==> src/rtl/fetch_stage_unit.sv <==
// Instruction-fetch stage with IF/ID pipeline register for the five-stage MIPS core.
// Owns the PC, drives a ready-handshake instruction port, and freezes/redirects on hazard and branch.
module fetch_stage_unit #(
   parameter int                ADDR_W   = 32,
   parameter int                INSTR_W  = 32,
   parameter logic [ADDR_W-1:0] RESET_PC = '0
) (
   input  logic               clk,
   input  logic               rst,
   input  logic               hazard_detected,
   input  logic               branch_taken,
   input  logic [ADDR_W-1:0]  branch_addr,
   output logic               imem_req,
   output logic [ADDR_W-1:0]  imem_addr,
   input  logic [INSTR_W-1:0] imem_rdata,
   input  logic               imem_ready,
   output logic [ADDR_W-1:0]  if_id_pc,
   output logic [INSTR_W-1:0] if_id_instr,
   output logic               if_id_valid,
   output logic               fetch_busy
);

   typedef enum logic [1:0] {S_REQ, S_HOLD, S_DROP} state_t;

   state_t               state, state_nxt;
   logic [ADDR_W-1:0]    pc, pc_nxt, pc_inc;
   logic [ADDR_W-1:0]    orphan, orphan_nxt;
   logic [INSTR_W-1:0]   buffer, buffer_nxt;
   logic [ADDR_W-1:0]    if_id_pc_nxt;
   logic [INSTR_W-1:0]   if_id_instr_nxt;
   logic                 if_id_valid_nxt;

   assign pc_inc     = pc + ADDR_W'(4);
   assign imem_req   = rst && (state != S_HOLD);
   assign imem_addr  = (state == S_DROP) ? orphan : pc;
   assign fetch_busy = (state == S_DROP) || ((state == S_REQ) && !imem_ready);

   always_ff @(posedge clk) begin
      if (!rst) begin
         state       <= S_REQ;
         pc          <= RESET_PC;
         buffer      <= '0;
         if_id_pc    <= '0;
         if_id_instr <= '0;
         if_id_valid <= 1'b0;
      end else begin
         state       <= state_nxt;
         pc          <= pc_nxt;
         buffer      <= buffer_nxt;
         if_id_pc    <= if_id_pc_nxt;
         if_id_instr <= if_id_instr_nxt;
         if_id_valid <= if_id_valid_nxt;
      end
   end

   // Orphan address only matters once S_DROP is entered, which always loads it first.
   always_ff @(posedge clk) begin
      orphan <= orphan_nxt;
   end

   always_comb begin
      state_nxt       = state;
      pc_nxt          = pc;
      orphan_nxt      = orphan;
      buffer_nxt      = buffer;
      if_id_pc_nxt    = if_id_pc;
      if_id_instr_nxt = if_id_instr;
      if_id_valid_nxt = if_id_valid;

      if (branch_taken) begin
         // Redirect wins over a freeze: ID sees a bubble and fetch restarts at the target.
         if_id_pc_nxt    = '0;
         if_id_instr_nxt = '0;
         if_id_valid_nxt = 1'b0;
         pc_nxt          = branch_addr;
         case (state)
            S_REQ: begin
               if (!imem_ready) begin
                  orphan_nxt = pc;
                  state_nxt  = S_DROP;
               end else begin
                  state_nxt = S_REQ;
               end
            end
            S_DROP:  state_nxt = imem_ready ? S_REQ : S_DROP;
            default: state_nxt = S_REQ;
         endcase
      end else begin
         case (state)
            S_REQ: begin
               if (imem_ready) begin
                  if (hazard_detected) begin
                     buffer_nxt = imem_rdata;
                     state_nxt  = S_HOLD;
                  end else begin
                     if_id_pc_nxt    = pc_inc;
                     if_id_instr_nxt = imem_rdata;
                     if_id_valid_nxt = 1'b1;
                     pc_nxt          = pc_inc;
                  end
               end else if (!hazard_detected) begin
                  if_id_pc_nxt    = '0;
                  if_id_instr_nxt = '0;
                  if_id_valid_nxt = 1'b0;
               end
            end
            S_HOLD: begin
               if (!hazard_detected) begin
                  if_id_pc_nxt    = pc_inc;
                  if_id_instr_nxt = buffer;
                  if_id_valid_nxt = 1'b1;
                  pc_nxt          = pc_inc;
                  state_nxt       = S_REQ;
               end
            end
            S_DROP: begin
               if (imem_ready) begin
                  state_nxt = S_REQ;
               end
               if (!hazard_detected) begin
                  if_id_pc_nxt    = '0;
                  if_id_instr_nxt = '0;
                  if_id_valid_nxt = 1'b0;
               end
            end
            default: state_nxt = S_REQ;
         endcase
      end
   end

endmodule

==> config.mk <==
export PLATFORM = sky130hd
export DESIGN_NAME = fetch_stage_unit
export DESIGN_NICKNAME = d
export VERILOG_FILES = /design/src/rtl/fetch_stage_unit.sv
export SDC_FILE = /design/constraint.sdc
export NUM_CORES = 1
export LEC_CHECK = 0
export BUFFER_PORTS_ARGS = -buffer_cell sky130_fd_sc_hd__clkbuf_2
export CAP_MARGIN = 20
export CELL_PAD_IN_SITES_DETAIL_PLACEMENT = 1
export CELL_PAD_IN_SITES_GLOBAL_PLACEMENT = 2
export CORE_UTILIZATION = 29
export DETAILED_ROUTE_END_ITERATION = 10
export PLACE_DENSITY_LB_ADDON = 0.12
export SYNTH_ARGS = -nofsm -noshare
export SYNTH_HDL_FRONTEND = slang
export SYNTH_SLANG_ARGS = --single-unit
==> constraint.sdc <==
create_clock -name clk -period 2.3 [get_ports clk]
set_input_delay 0 -clock clk [delete_from_list [all_inputs] [get_ports clk]]
set_output_delay 0 -clock clk [all_outputs]
set_load 0.01 [all_outputs]
* After elaboration in Yosys (flattened, before gate mapping)
Index checks and enable logic that the tools add are counted.
** Word-level totals
- Bits in registers :: 163
- Output and inout bits :: 99
- Logic and storage cells :: 60
** Cells by class
- Reductions and logical operators :: 14
- $add $sub $neg :: 1
- Equal/unequal tests :: 9
- Muxes and demuxes :: 26
- Bitwise operators :: 3
** Operator list (number)
- two-way mux 32 bit :: 11
- case mux 32 bit (3 select lines) :: 2
- case mux 32 bit (2 select lines) :: 1
- adder 32 x 3 -> 32 bit (second input constant) :: 1
- != test 3 bit (second input constant) :: 5
- two-way mux 2 bit :: 7
- AND reduction 4 bit :: 2
- case mux 2 bit (3 select lines) :: 1
- AND reduction 3 bit :: 2
- nonzero test 3 bit :: 2
- OR reduction 2 bit :: 2
- two-way mux 1 bit :: 3
- NOT 1 bit :: 3
- case mux 1 bit (3 select lines) :: 1
- equality test 2 x 1 -> 1 bit (second input constant) :: 1
- equality test 2 bit (second input constant) :: 1
- logical AND 1 bit :: 2
- zero test 2 bit :: 1
- != test 2 x 1 -> 1 bit (second input constant) :: 1
- != test 2 bit (second input constant) :: 1
- AND reduction 2 bit :: 1
- zero test 1 bit :: 1
- logical OR 1 bit :: 1

* Longest topological paths before layout
- Depth in word-level cells :: 5
- Gate-level depth with buffers :: 10
- Depth with buffers taken out :: 7

* Worst setup path after synthesis
Ideal clock, no wire load.
- Kind :: reg2reg
- Start point :: register state[0]
- End point :: register if_id_pc[23]
- Cell stages (with the launch flop) :: 11
- Required time :: 2.171 ns
- Arrival :: 2.091 ns
- Slack :: 0.080 ns
- Cell sequence :: dfxtp_1 inv_1 ha_1 buf_2 or3b_2 a21o_1 and2_1 buf_2 buf_2 nand2_1 o21ai_0
** Between the ends
- Cells in the longest elaborated chain, start to end :: 2
** RTL lines
- start: declaration :: line 25 : state_t state, state_nxt;
- start signal: assignment :: line 47 : state <= state_nxt;
- equality test 2 bit, or another cell as far along :: line 89 : case (state)
- case mux 32 bit (3 select lines) / nonzero test 3 bit (equally long branches)
- end signal: assignment :: line 50 : if_id_pc <= if_id_pc_nxt;
- end: declaration :: line 17 : output logic [ADDR_W-1:0] if_id_pc,
Several ways; a longest one is shown, not always the timed one.
A chain may end at the register's enable or synchronous reset.

* Worst setup path in the final report
- Start point :: register state[0]
- End point :: register if_id_pc[13]
The elaborated chain is that of the path after synthesis.

==> impl_metrics.env <==
export IMPL_layout_drive_gt1_share=0.282
export IMPL_clockBufferDepth=2
export IMPL_dp_final_hpwl_um=17200
export IMPL_grt_max_degree=52
export IMPL_leakage_nw=3.99
export IMPL_grt_pass1_wl_um=40100
export IMPL_synth_edf_count=32
export IMPL_drt_total_wl_um=25400
export IMPL_multiInputGateArea_mm2=0.00349
export IMPL_grtUsageTotal=0.198
export IMPL_cts_root_buffer="clkbuf_16"
export IMPL_syn_area_per_cell_um2=9.23
export IMPL_ant_nets=0
export IMPL_dieArea_mm2=0.0261
export IMPL_ys_flop_type="dfxtp_1"
export IMPL_reg2reg_depth=7
export IMPL_drtIter0Drc=238
export IMPL_peakVddDrop_uv=418
export IMPL_final_common_cell="clkbuf_2"
export IMPL_finalNonFillerCells=1377
export IMPL_ys_seq_area_frac=0.485
export IMPL_min_from="imem_ready"
export IMPL_timing_worst_setup_path_type="reg -> reg"
export IMPL_p_per_area_mw_per_mm2=688
export IMPL_rr_startpoint="state[0]$_SDFFE_PN0P_"
export IMPL_area_growth_pct=34.9
export IMPL_r2r_setup_slack_ps=180
export IMPL_slew_violations=0
export IMPL_clk_pin_slew_worst_paths_ps=70
export IMPL_synth_seq_cells=163
export IMPL_critPathSlowestCell="or3b_2"
export IMPL_fin_worst_skew_ps=15.0
export IMPL_setup_tns_ps=0
export IMPL_crit_path_max_fanout=18
export IMPL_startpoint_type="flop"
export IMPL_critical_path_top_delay_family="simple AND/OR/NAND/NOR gates"
export IMPL_antenna_cells=0
export IMPL_worstMarginPinSlew_ps=676
export IMPL_hold_class="in -> reg"
export IMPL_yosys_warnings=0
export IMPL_synth_area_mm2=0.00739
export IMPL_fillers=2986
export IMPL_vias=6826
export IMPL_synthArstFlopShare=0
export IMPL_crit_buf_inv=1
export IMPL_worst_r2r_endpoint="if_id_pc[13]$_SDFFE_PP0P_"
export IMPL_timing_final_ws_setup_ps=179
export IMPL_initial_core_util=0.294
export IMPL_fmax_ghz=0.471
export IMPL_clock_sinks=163
export IMPL_critPathRequiredTime_ps=2600
export IMPL_fin_nets=1109
export IMPL_period_share=0.922
export IMPL_end_kind="flop"
export IMPL_finalSetupViolations=0
export IMPL_clk_latency_ps=430
export IMPL_post_route_util=0.397
export IMPL_grt_overflow=0
export IMPL_die_w_um=162
export IMPL_antenna_found_initial=1
export IMPL_post_place_ws_ps=-15.4
export IMPL_min_path_cells=3
export IMPL_dieHeight_um=162
export IMPL_io_pins=168
export IMPL_cts_tree="built"
export IMPL_dr_pass1_iters=4
export IMPL_place_congestion=0.754
export IMPL_path_cells="inv_1 -> ha_1 -> or3b_2 -> a21o_1 -> and2_2 -> nand2_1 -> o21ai_0"
export IMPL_rsz0062_at_grt="false"
export IMPL_fp_row_count=58
export IMPL_min_period_ps=2120
export IMPL_grt_pass1_vias=7375
export IMPL_syn_nets=875
export IMPL_seq_area_mm2=0.00358
export IMPL_run_status="completed"
export IMPL_numCtsBuffers=17
export IMPL_mostFrequentLayoutCells="clkbuf_2 (167), dfxtp_1 (131), nand2_1 (105)"
export IMPL_synthCells=801
export IMPL_h_tree_depth=4
export IMPL_cp_arrival_ps=2420
export IMPL_crit_path_max_incr_delay_ps=440
export IMPL_ys_types=54
export IMPL_hold_violations=0
export IMPL_max_slew_margin=0.549
export IMPL_postCtsSetupRepairBufs=0
export IMPL_drcViolationCount=0
export IMPL_via_per_inst=4.96
export IMPL_port_buffers=167
export IMPL_placed_cells=1282
export IMPL_hold_end="state[1]$_SDFFE_PN0P_"
export IMPL_core_area_mm2=0.0251
export IMPL_wl_per_cell_um=18.4
export IMPL_cap_violations=0
==> what timing repair did <==
action	4_1_cts	5_1_grt
pin swaps	0	0
resized for setup	1	1
hold endpoints to repair	94	0
hold buffers	64	0
endpoints found under the setup margin	11	3
==> worst reg2reg max path: stages, from the launching register on <==
cell     delay (ps)
dfxtp_1         380
inv_1            90
ha_1            310
or3b_2          450
a21o_1          200
and2_2          350
nand2_1         140
o21ai_0          90
==> flip-flops by register name, summed over array words and instances (netlist names), named ones only <==
name	count
if_id_pc	32
buffer	32
if_id_instr	32
orphan	32
pc	32
state	2
==> final cells by class <==
cell class | count | share of cell area
Sequential cell | 163 | 0.359
Multi-Input combinational cell | 555 | 0.350
Timing Repair Buffer | 284 | 0.189
Clock buffer | 20 | 0.0448
Tap cell | 330 | 0.0414
Clock inverter | 11 | 0.00991
Inverter | 14 | 0.00527
==> Yosys cell counts, drive strengths merged (2+ instances only) <==
| library cell | count | area (µm²) |
|---|---|---|
| a21oi | 57 | 285 |
| and4 | 6 | 52.6 |
| xnor2 | 30 | 263 |
| nand2b | 3 | 18.8 |
| dfxtp | 131 | 2620 |
| a21o | 4 | 30.0 |
| mux2i | 10 | 104 |
| nor4 | 14 | 109 |
| nand4 | 14 | 100 |
| a22oi | 42 | 315 |
| o21ai | 44 | 220 |
| a311oi | 2 | 17.5 |
| a22o | 32 | 280 |
| xor2 | 23 | 201 |
| buf | 17 | 97.6 |
| nand3 | 12 | 60.1 |
| nor3 | 11 | 55.1 |
| nor2b | 2 | 12.5 |
| ha | 5 | 62.6 |
| and2 | 5 | 31.3 |
| or3 | 2 | 12.5 |
| a211oi | 6 | 50.1 |
| inv | 14 | 52.6 |
| o21a | 2 | 15.0 |
| or4 | 3 | 26.3 |
| edfxtp | 32 | 961 |
| and3 | 5 | 31.3 |
| mux2 | 28 | 315 |
| nor2 | 74 | 278 |
| o41ai | 2 | 17.5 |
| nand2 | 106 | 398 |
| clkbuf | 52 | 200 |
==> how the worst max path moves through the flow <==
| stage | startpoint | endpoint | slack, ps | depth (start not counted) |
|---|---|---|---|---|
| final | state[0]$_SDFFE_PN0P_ | if_id_pc[13]$_SDFFE_PP0P_ | 180 | 7 |
| after global routing | state[1]$_SDFFE_PN0P_ | if_id_pc[14]$_SDFFE_PP0P_ | 40 | 7 |
| after CTS | state[0]$_SDFFE_PN0P_ | pc[22]$_SDFFE_PN0P_ | 40 | 8 |
| after detailed placement | state[0]$_SDFFE_PN0P_ | if_id_pc[13]$_SDFFE_PP0P_ | -20 | 7 |
| after global placement | state[0]$_SDFFE_PN0P_ | if_id_pc[21]$_SDFFE_PP0P_ | 110 | 7 |
| after floorplan | state[0]$_SDFFE_PN0P_ | if_id_pc[23]$_SDFFE_PP0P_ | 80 | 10 |
==> report_power, final <==
| group | leakage, nW | internal [mW] | switching, mW | total (mW) |
|---|---|---|---|---|
| Sequential | 1.38 | 3.03 | 0.0837 | 3.12 |
| Clock | 0.273 | 1.52 | 1.21 | 2.73 |
| Combinational | 2.35 | 0.448 | 0.563 | 1.01 |
| Total | 3.99 | 5.00 | 1.85 | 6.86 |
==> stage by stage <==
step                power, mW  hold slack, ps  cell area [µm²]
global placement         4.09             237             8780
detailed placement       4.11             245             8780
floorplan                3.71             136             7390
finish                   6.86            49.5             9970
global route             7.15            58.0             9970
CTS                      6.95            25.5             9970
==> layer usage <==
metal | GRT usage | part of all wire | routed length, µm
met5 | 0 | 0 | 0
met4 | 0.0557 | 0.011 | 283
met3 | 0.0337 | 0.032 | 816
met2 | 0.361 | 0.51 | 12900
met1 | 0.238 | 0.45 | 11400
==> cells by family (layout without fill, tap and decap cells) <==
kind of cell,after synthesis,in the layout,share of synthesized area
AND/OR/NAND/NOR,259,259,0.162
AO/OA/AOI/OAI,200,200,0.178
flip-flops,163,163,0.485
buffers and inverters,83,329,0.0474
XOR/XNOR,53,53,0.0628
multiplexers,38,38,0.0567
adder cells (fa/ha/maj),5,5,0.00846
Power figures use the tool's default switching activity.
